[src/rtl/regfile_scoreboard.sv]
// Register file with x0 hardwired to zero, NREAD combinational read ports, one write port,
// optional write-to-read bypass, and a per-register busy scoreboard with a running busy count.
module regfile_scoreboard #(
    parameter int XLEN   = 32,
    parameter int NREGS  = 32,
    parameter int NREAD  = 2,
    parameter int BYPASS = 1,
    localparam int AW    = $clog2(NREGS),
    localparam int CW    = $clog2(NREGS) + 1
) (
    input  logic                  clk,
    input  logic                  rst,
    input  logic [NREAD*AW-1:0]   ra,
    output logic [NREAD*XLEN-1:0] rd,
    output logic [NREAD-1:0]      rbusy,
    input  logic                  wen,
    input  logic [AW-1:0]         wa,
    input  logic [XLEN-1:0]       wd,
    input  logic                  iss_en,
    input  logic [AW-1:0]         iss_rd,
    output logic [CW-1:0]         busy_cnt
);

    logic [XLEN-1:0]  rf [NREGS];
    logic [NREGS-1:0] busy;
    logic [NREGS-1:0] busy_nxt;
    logic [CW-1:0]    cnt_nxt;
    logic             wr_ok;
    logic             iss_ok;
    logic             set_new;
    logic             clr_old;

    // Register 0 is never written or marked busy, so it reads zero without a special read path.
    assign wr_ok  = wen && (wa != '0);
    assign iss_ok = iss_en && (iss_rd != '0);

    // A write clearing a busy bit does not count when the same edge re-issues that register.
    assign set_new = iss_ok && !busy[iss_rd];
    assign clr_old = wr_ok && busy[wa] && !(iss_ok && (iss_rd == wa));

    always_comb begin
        busy_nxt = busy;
        if (wr_ok)
            busy_nxt[wa] = 1'b0;
        if (iss_ok)
            busy_nxt[iss_rd] = 1'b1;
    end

    always_comb begin
        cnt_nxt = busy_cnt;
        if (set_new && !clr_old)
            cnt_nxt = busy_cnt + CW'(1);
        else if (clr_old && !set_new)
            cnt_nxt = busy_cnt - CW'(1);
    end

    always_ff @(posedge clk or posedge rst) begin
        if (rst) begin
            for (int k = 0; k < NREGS; k++)
                rf[k] <= '0;
            busy     <= '0;
            busy_cnt <= '0;
        end else begin
            if (wr_ok)
                rf[wa] <= wd;
            busy     <= busy_nxt;
            busy_cnt <= cnt_nxt;
        end
    end

    for (genvar g = 0; g < NREAD; g++) begin : g_read
        logic [AW-1:0] a;
        logic          hit;

        assign a   = ra[g*AW +: AW];
        assign hit = (BYPASS != 0) && wr_ok && (wa == a);

        // On a bypass hit the port stays busy only if the same edge issues a new producer.
        assign rd[g*XLEN +: XLEN] = hit ? wd : rf[a];
        assign rbusy[g]           = hit ? (iss_en && (iss_rd == a)) : busy[a];
    end

endmodule

[config.mk]
export PLATFORM = sky130hd
export DESIGN_NAME = regfile_scoreboard
export DESIGN_NICKNAME = d
export VERILOG_FILES = /design/src/rtl/regfile_scoreboard.sv
export SDC_FILE = /design/constraint.sdc
export NUM_CORES = 2
export LEC_CHECK = 0
export CAP_MARGIN = 20
export CORE_ASPECT_RATIO = 1.1
export CORE_MARGIN = 2
export CORE_UTILIZATION = 38
export DETAILED_ROUTE_END_ITERATION = 10
export GPL_TIMING_DRIVEN = 0
export PLACE_DENSITY = 0.57
export SYNTH_ARGS = -nofsm -noshare
export SYNTH_HDL_FRONTEND = slang
export SYNTH_SLANG_ARGS = --single-unit
[constraint.sdc]
create_clock -name clk -period 54.5 [get_ports clk]
set_clock_uncertainty 0.1 [all_clocks]
set_input_delay 10.9 -clock clk [delete_from_list [all_inputs] [get_ports clk]]
set_output_delay 10.9 -clock clk [all_outputs]
set_load 0.005 [all_outputs]
# [After elaboration in Yosys (flattened, before gate mapping)]
# Index checks and enable logic that the tools add are counted.
[totals] regBits=1062 input_bits=56 output_inout_bits=72 wordCells=108
[classes] n_addsub=2 order_cmp=10 n_eq_ne=5 muxes=29 bitwise_logic=6 reduce_logical=22
[ops] cell="$bwmux 1024" n=1
[ops] cell="$bmux 32 s5" n=2
[ops] cell="$mux 32" n=9
[ops] cell="$demux 32 s5" n=1
[ops] cell="$and 32x32->32" n=1
[ops] cell="$not 32->32" n=1
[ops] cell="$or 32x32->32" n=1
[ops] cell="$eq 5x5->1" n=5
[ops] cell="$lt 5x6->1 const B" n=4
[ops] cell="$bmux 1 s5" n=4
[ops] cell="$ge 6x6->1 const B" n=3
[ops] cell="$not 5->6" n=3
[ops] cell="$logic_and 1x1->1" n=15
[ops] cell="$mux 6" n=2
[ops] cell="$demux 1 s5" n=2
[ops] cell="$ge 5x1->1 const B" n=2
[ops] cell="$reduce_bool 5->1" n=2
[ops] cell="$mux 1" n=8
[ops] cell="$add 6x1->6 const B" n=1
[ops] cell="$lt 6x1->1 const B" n=1
[ops] cell="$sub 6x1->6 const B" n=1
[ops] cell="$logic_not 1->1" n=4
[ops] cell="$reduce_bool 2->1" n=1

# [Longest topological paths before layout]
[logic_depth] ltp_word=9 mapped_depth=15 ltp_nobuf=13

# [Worst setup path after synthesis]
# Ideal clock, no wire load.
[synth_path] path_kind="input to output" start="input ra[0]" end="output rd[30]" arrival_ns=12.564 required_ns=43.500 setup_slack_ns=30.936 cell_stages=8 path_buffers=4 path_cell_list="buf_2 buf_4 buf_4 buf_4 mux4_2 o221ai_1 o32ai_1 mux2_2"
[synth_between] elab_chain_len=5 elab_cells_between_ends=7 classes_between="1 x eq/ne; 4 x mux; 1 x bitwise; 1 x reduce/logical"
[synth_lines] item="start: declaration" line_no="13" source="input logic [NREAD*AW-1:0] ra,"
[synth_lines] item="$not 5->6 (not written as such)" line_no="79" source="assign rd[g*XLEN +: XLEN] = hit ? wd : rf[a];"
[synth_lines] item="$bmux 32 s5" line_no="79"
[synth_lines] item="$mux 32 (not written as such) (2 in series)" line_no="79"
[synth_lines] item="$mux 32 (*)" line_no="79"
[synth_lines] item="end: declaration" line_no="14" source="output logic [NREAD*XLEN-1:0] rd,"
# Every way passes the cells marked *; elsewhere a longest branch is shown, timed or not. The select of a mux whose other input is x is not followed.

# [Worst setup path in the final report]
[layout_path] start="input wen" end="output rd[34]"
[layout_between] elab_chain_len=3
[layout_lines] item="start: declaration" line_no="16" source="input logic wen,"
[layout_lines] item="$logic_and 1x1->1" line_no="34" source="assign wr_ok = wen && (wa != '0);"
[layout_lines] item="$logic_and 1x1->1" line_no="76" source="assign hit = (BYPASS != 0) && wr_ok && (wa == a);"
[layout_lines] item="$mux 32" line_no="79"
# No other way between the ends.

==> results.rst <==
.. list-table::
   :header-rows: 1

   * - Metric
     - Value
   * - IO Count
     - 128
   * - Tightest Pin Transition
     - 1240 ps
   * - Worst Reg2Reg Path Length in Cells
     - 12
   * - Total Routing Usage GR
     - 33.47%
   * - Arr. time, crit path
     - 15480 ps
   * - Portion of the post-synthesis area used by sequential elements
     - 47.12%
   * - Leftover overflow at the end of global routing
     - 0
   * - Number of max-capacitance violations reported
     - 0
   * - Pwr Density
     - 37.21 mW/mm²
   * - Via-to-Cell Ratio
     - 6.734
   * - Width of the die
     - 371.3 µm
   * - Top cell family by delay on the critical path
     - buffers and inverters
   * - Critical path peak fanout
     - 11
   * - Number of synthesized flops with an enable pin
     - 0
   * - Cell repeated most along the worst path
     - clkdlybuf4s50_1
   * - Max H-tree Level
     - 3
   * - Distinct cells, synth
     - 52
   * - Initial antenna violation count
     - 11
   * - HP Class
     - register to register
   * - Die outline area
     - 0.1515 mm²
   * - Status
     - complete, no violations
   * - Worst Path Required
     - 43500 ps
   * - Core Area
     - 0.1476 mm²
   * - Hold-fix buffers at CTS
     - 0
   * - Cells taking the most area after synthesis
     - dfrtp_1 (47%), mux4_2 (22%), mux2_2 (20%), o22ai_1 (2.8%), clkbuf_1 (1.5%)
   * - Worst path depth
     - 8
   * - Worst hold path cell count
     - 1
   * - Synthesized instance count
     - 3749
   * - Quantity of I/O buffers inserted on ports
     - 118
   * - Site Rows
     - 148
   * - Die height
     - 408.1 µm
   * - Startpoint-to-endpoint class of the critical path
     - primary input to output pin
   * - Time the final worst path needs with I/O delays and setup
     - 26480 ps
   * - Critical Path End Type
     - output pin
   * - Syn_nets
     - 3811
   * - Clock latency on the worst-skew pair
     - 770 ps
   * - Most common library cells after synthesis
     - dfrtp_1 (1062), mux2_2 (998), mux4_2 (542)
   * - Average wire per standard cell
     - 41.68 µm
   * - Post-CTS Setup Repair Bufs
     - 0
   * - Synth top area share
     - 47.12%
   * - Startpoint class of the critical path
     - primary input
   * - Library cell contributing the largest single delay on the critical path
     - clkbuf_1
   * - Total number of yosys warnings
     - 0
   * - Hold violation total from the final report
     - 0
   * - Setup repair after global routing missed its margin
     - no
   * - Detailed Route Iter0 Violations
     - 5536
   * - First-pass GRT wire length
     - 343.1 mm
   * - Gp weighted congestion
     - 0.9500
   * - Static Leakage
     - 27.51 nW
   * - Number of slew-limit violations in the final report
     - 0
   * - Combined area of all synthesized cells
     - 0.05641 mm²
   * - Starting utilization of the core area
     - 38.22%
   * - Critical path's largest stage delay
     - 930 ps
   * - Portion of the clock cycle consumed by the worst path in the final layout
     - 48.58%
   * - Upper clock frequency limit
     - 37.77 MHz
   * - Register bit count reported by yosys
     - 1062
   * - Final number of setup-violating endpoints
     - 0
   * - Post-detailed-route count of antenna-violating nets
     - 0
   * - Post-cts sizing count
     - 0
   * - Mean instance size in the synthesized netlist
     - 15.05 µm²
   * - Synth Flop Type
     - dfrtp_1
   * - Final routed DRC violation total
     - 0
   * - Total wire length
     - 254.2 mm
   * - Clock slew seen by the registers of the worst setup and hold paths
     - 60 ps
   * - Area growth syn-to-layout
     - 15.47%
   * - Final setup TNS
     - 0 ps
   * - Worst path cell trace
     - clkdlybuf4s50_1 -> a21boi_0 -> and4_1 -> clkbuf_1 -> clkbuf_2 -> nand2_1 -> o21ai_0 -> clkdlybuf4s50_1
   * - Fillers
     - 13210
   * - Buffering stage count on the worst path with inverters included
     - 4
   * - Post-synthesis cell type with the largest combined area
     - dfrtp_1
   * - Vias in the first global route
     - 39950
   * - Total via count after detailed routing
     - 41070
   * - CTS max path bufs
     - 3
   * - Normalized max-slew margin
     - 17.03%
   * - Number of sinks handled by clock tree synthesis
     - 1062
   * - Ys async rst share
     - 100.0%
   * - Final-stage net count
     - 4103
   * - Leading cell type by number of instances after synthesis
     - dfrtp_1
   * - Number of buffers created by CTS
     - 115
   * - HPWL after detailed placement
     - 171.3 mm
   * - Pin count of the biggest net entering global routing
     - 125
   * - CTS tree
     - done
   * - Highest ir drop seen on vdd
     - 0.02748 mV
   * - Final Total Pwr
     - 2.423 mW
   * - Share of layout cells above drive strength 1
     - 48.09%
   * - DR pass1 iterations
     - 7
   * - Root buffer cell
     - clkbuf_16
   * - Final design utilization
     - 44.13%
[area by class of cell]
type / count / area, µm² / area share (%)
plain buffers: 441 / 2105 / 3.231
flip-flops and latches: 1062 / 26580 / 40.80
multi-input cells: 2236 / 27710 / 42.55
clock inverters: 31 / 491.7 / 0.7550
repair buffers: 175 / 2262 / 3.473
clock buffers: 181 / 3468 / 5.325
diodes: 13 / 32.53 / 0.04995
inverters: 10 / 45.04 / 0.06916
well taps: 1950 / 2440 / 3.746
[cells in the final DEF (no fill, tap or decap), drive strengths merged, types with 6 or more instances in the layout]
master | Yosys | routed
dfrtp | 1062 | 1062
mux2 | 998 | 998
mux4 | 545 | 545
clkbuf | 218 | 399
buf | 223 | 280
o22ai | 256 | 256
clkdlybuf4s50 | 0 | 118
nand2 | 103 | 103
o21ai | 90 | 90
or4 | 65 | 65
nor2 | 26 | 26
clkinv | 0 | 17
xor2 | 15 | 15
xnor2 | 14 | 14
diode | 0 | 13
nor3 | 12 | 12
inv | 10 | 12
a22o | 11 | 11
bufinv | 0 | 11
nand3 | 10 | 10
nor2b | 8 | 8
or2 | 7 | 7
nand2b | 6 | 6
mux2i | 6 | 6
a21oi | 6 | 6
nand4 | 6 | 6
[report_power, final]
| part | leakage (nW) | switching, mW | total, mW | internal (mW) |
|---|---|---|---|---|
| logic | 12.0 | 0.229 | 0.531 | 0.302 |
| registers | 13.6 | 0.114 | 1.05 | 0.940 |
| clock network | 1.94 | 0.351 | 0.838 | 0.487 |
| total | 27.5 | 0.694 | 2.42 | 1.73 |
[flip-flops by register name, indices dropped and copies added, names as in the netlist]
name      cells
rf         1024
busy         32
busy_cnt      6
[worst register-to-register path, stage by stage, from the launching register on]
cell and delay, ps:
dfrtp_1 460, mux4_1 540, mux4_2 470, or4b_1 500, o21ai_0 100, ha_1 280, inv_1 160, ha_1 300
a21o_1 110, a21oi_1 100, or4_1 480, nand4_1 130, xor2_1 140
[logic make-up after synthesis]
family	after synthesis	share of synthesized area, %
AOI/OAI and AO/OA	382	4.141
xor gates and xnor gates	29	0.4503
adders and majority gates	6	0.1464
buffers and inverters	451	3.753
DFF	1062	47.12
muxes	1549	41.81
and+or+nand+nor	270	2.582
[final timing paths]
kind,from,end,slack (ps)
max,wen,rd[34],28020
min,rf[1018],rf[1018],380
max reg2reg,busy[17],busy_cnt[5],50550
min reg2reg,rf[1018],rf[1018],380
max in group asynchronous,rst,rf[453],41170
min in group asynchronous,rst,rf[54],10460
[per-stage QoR]
step                setup slack (ps)  cells  instance area [µm²]  hold slack [ps]
finish                         28020   6099                65130            375.8
global route                   28030   6086                65100            391.4
CTS                            28220   6086                65100            381.2
detailed placement             28220   5874                61140            367.0
global placement              -477.9   5817                60030            354.3
floorplan                      13610   3749                56410            341.3
[layer usage]
metal,global-route usage [%],vias to the layer above,wire [µm]
met5,0,-,43
met4,24.46,8,21930
met3,12.17,788,30950
met2,47.06,2928,108300
met1,42.22,22090,92970
li1,-,15250,-
Power figures use the tool's default switching activity.
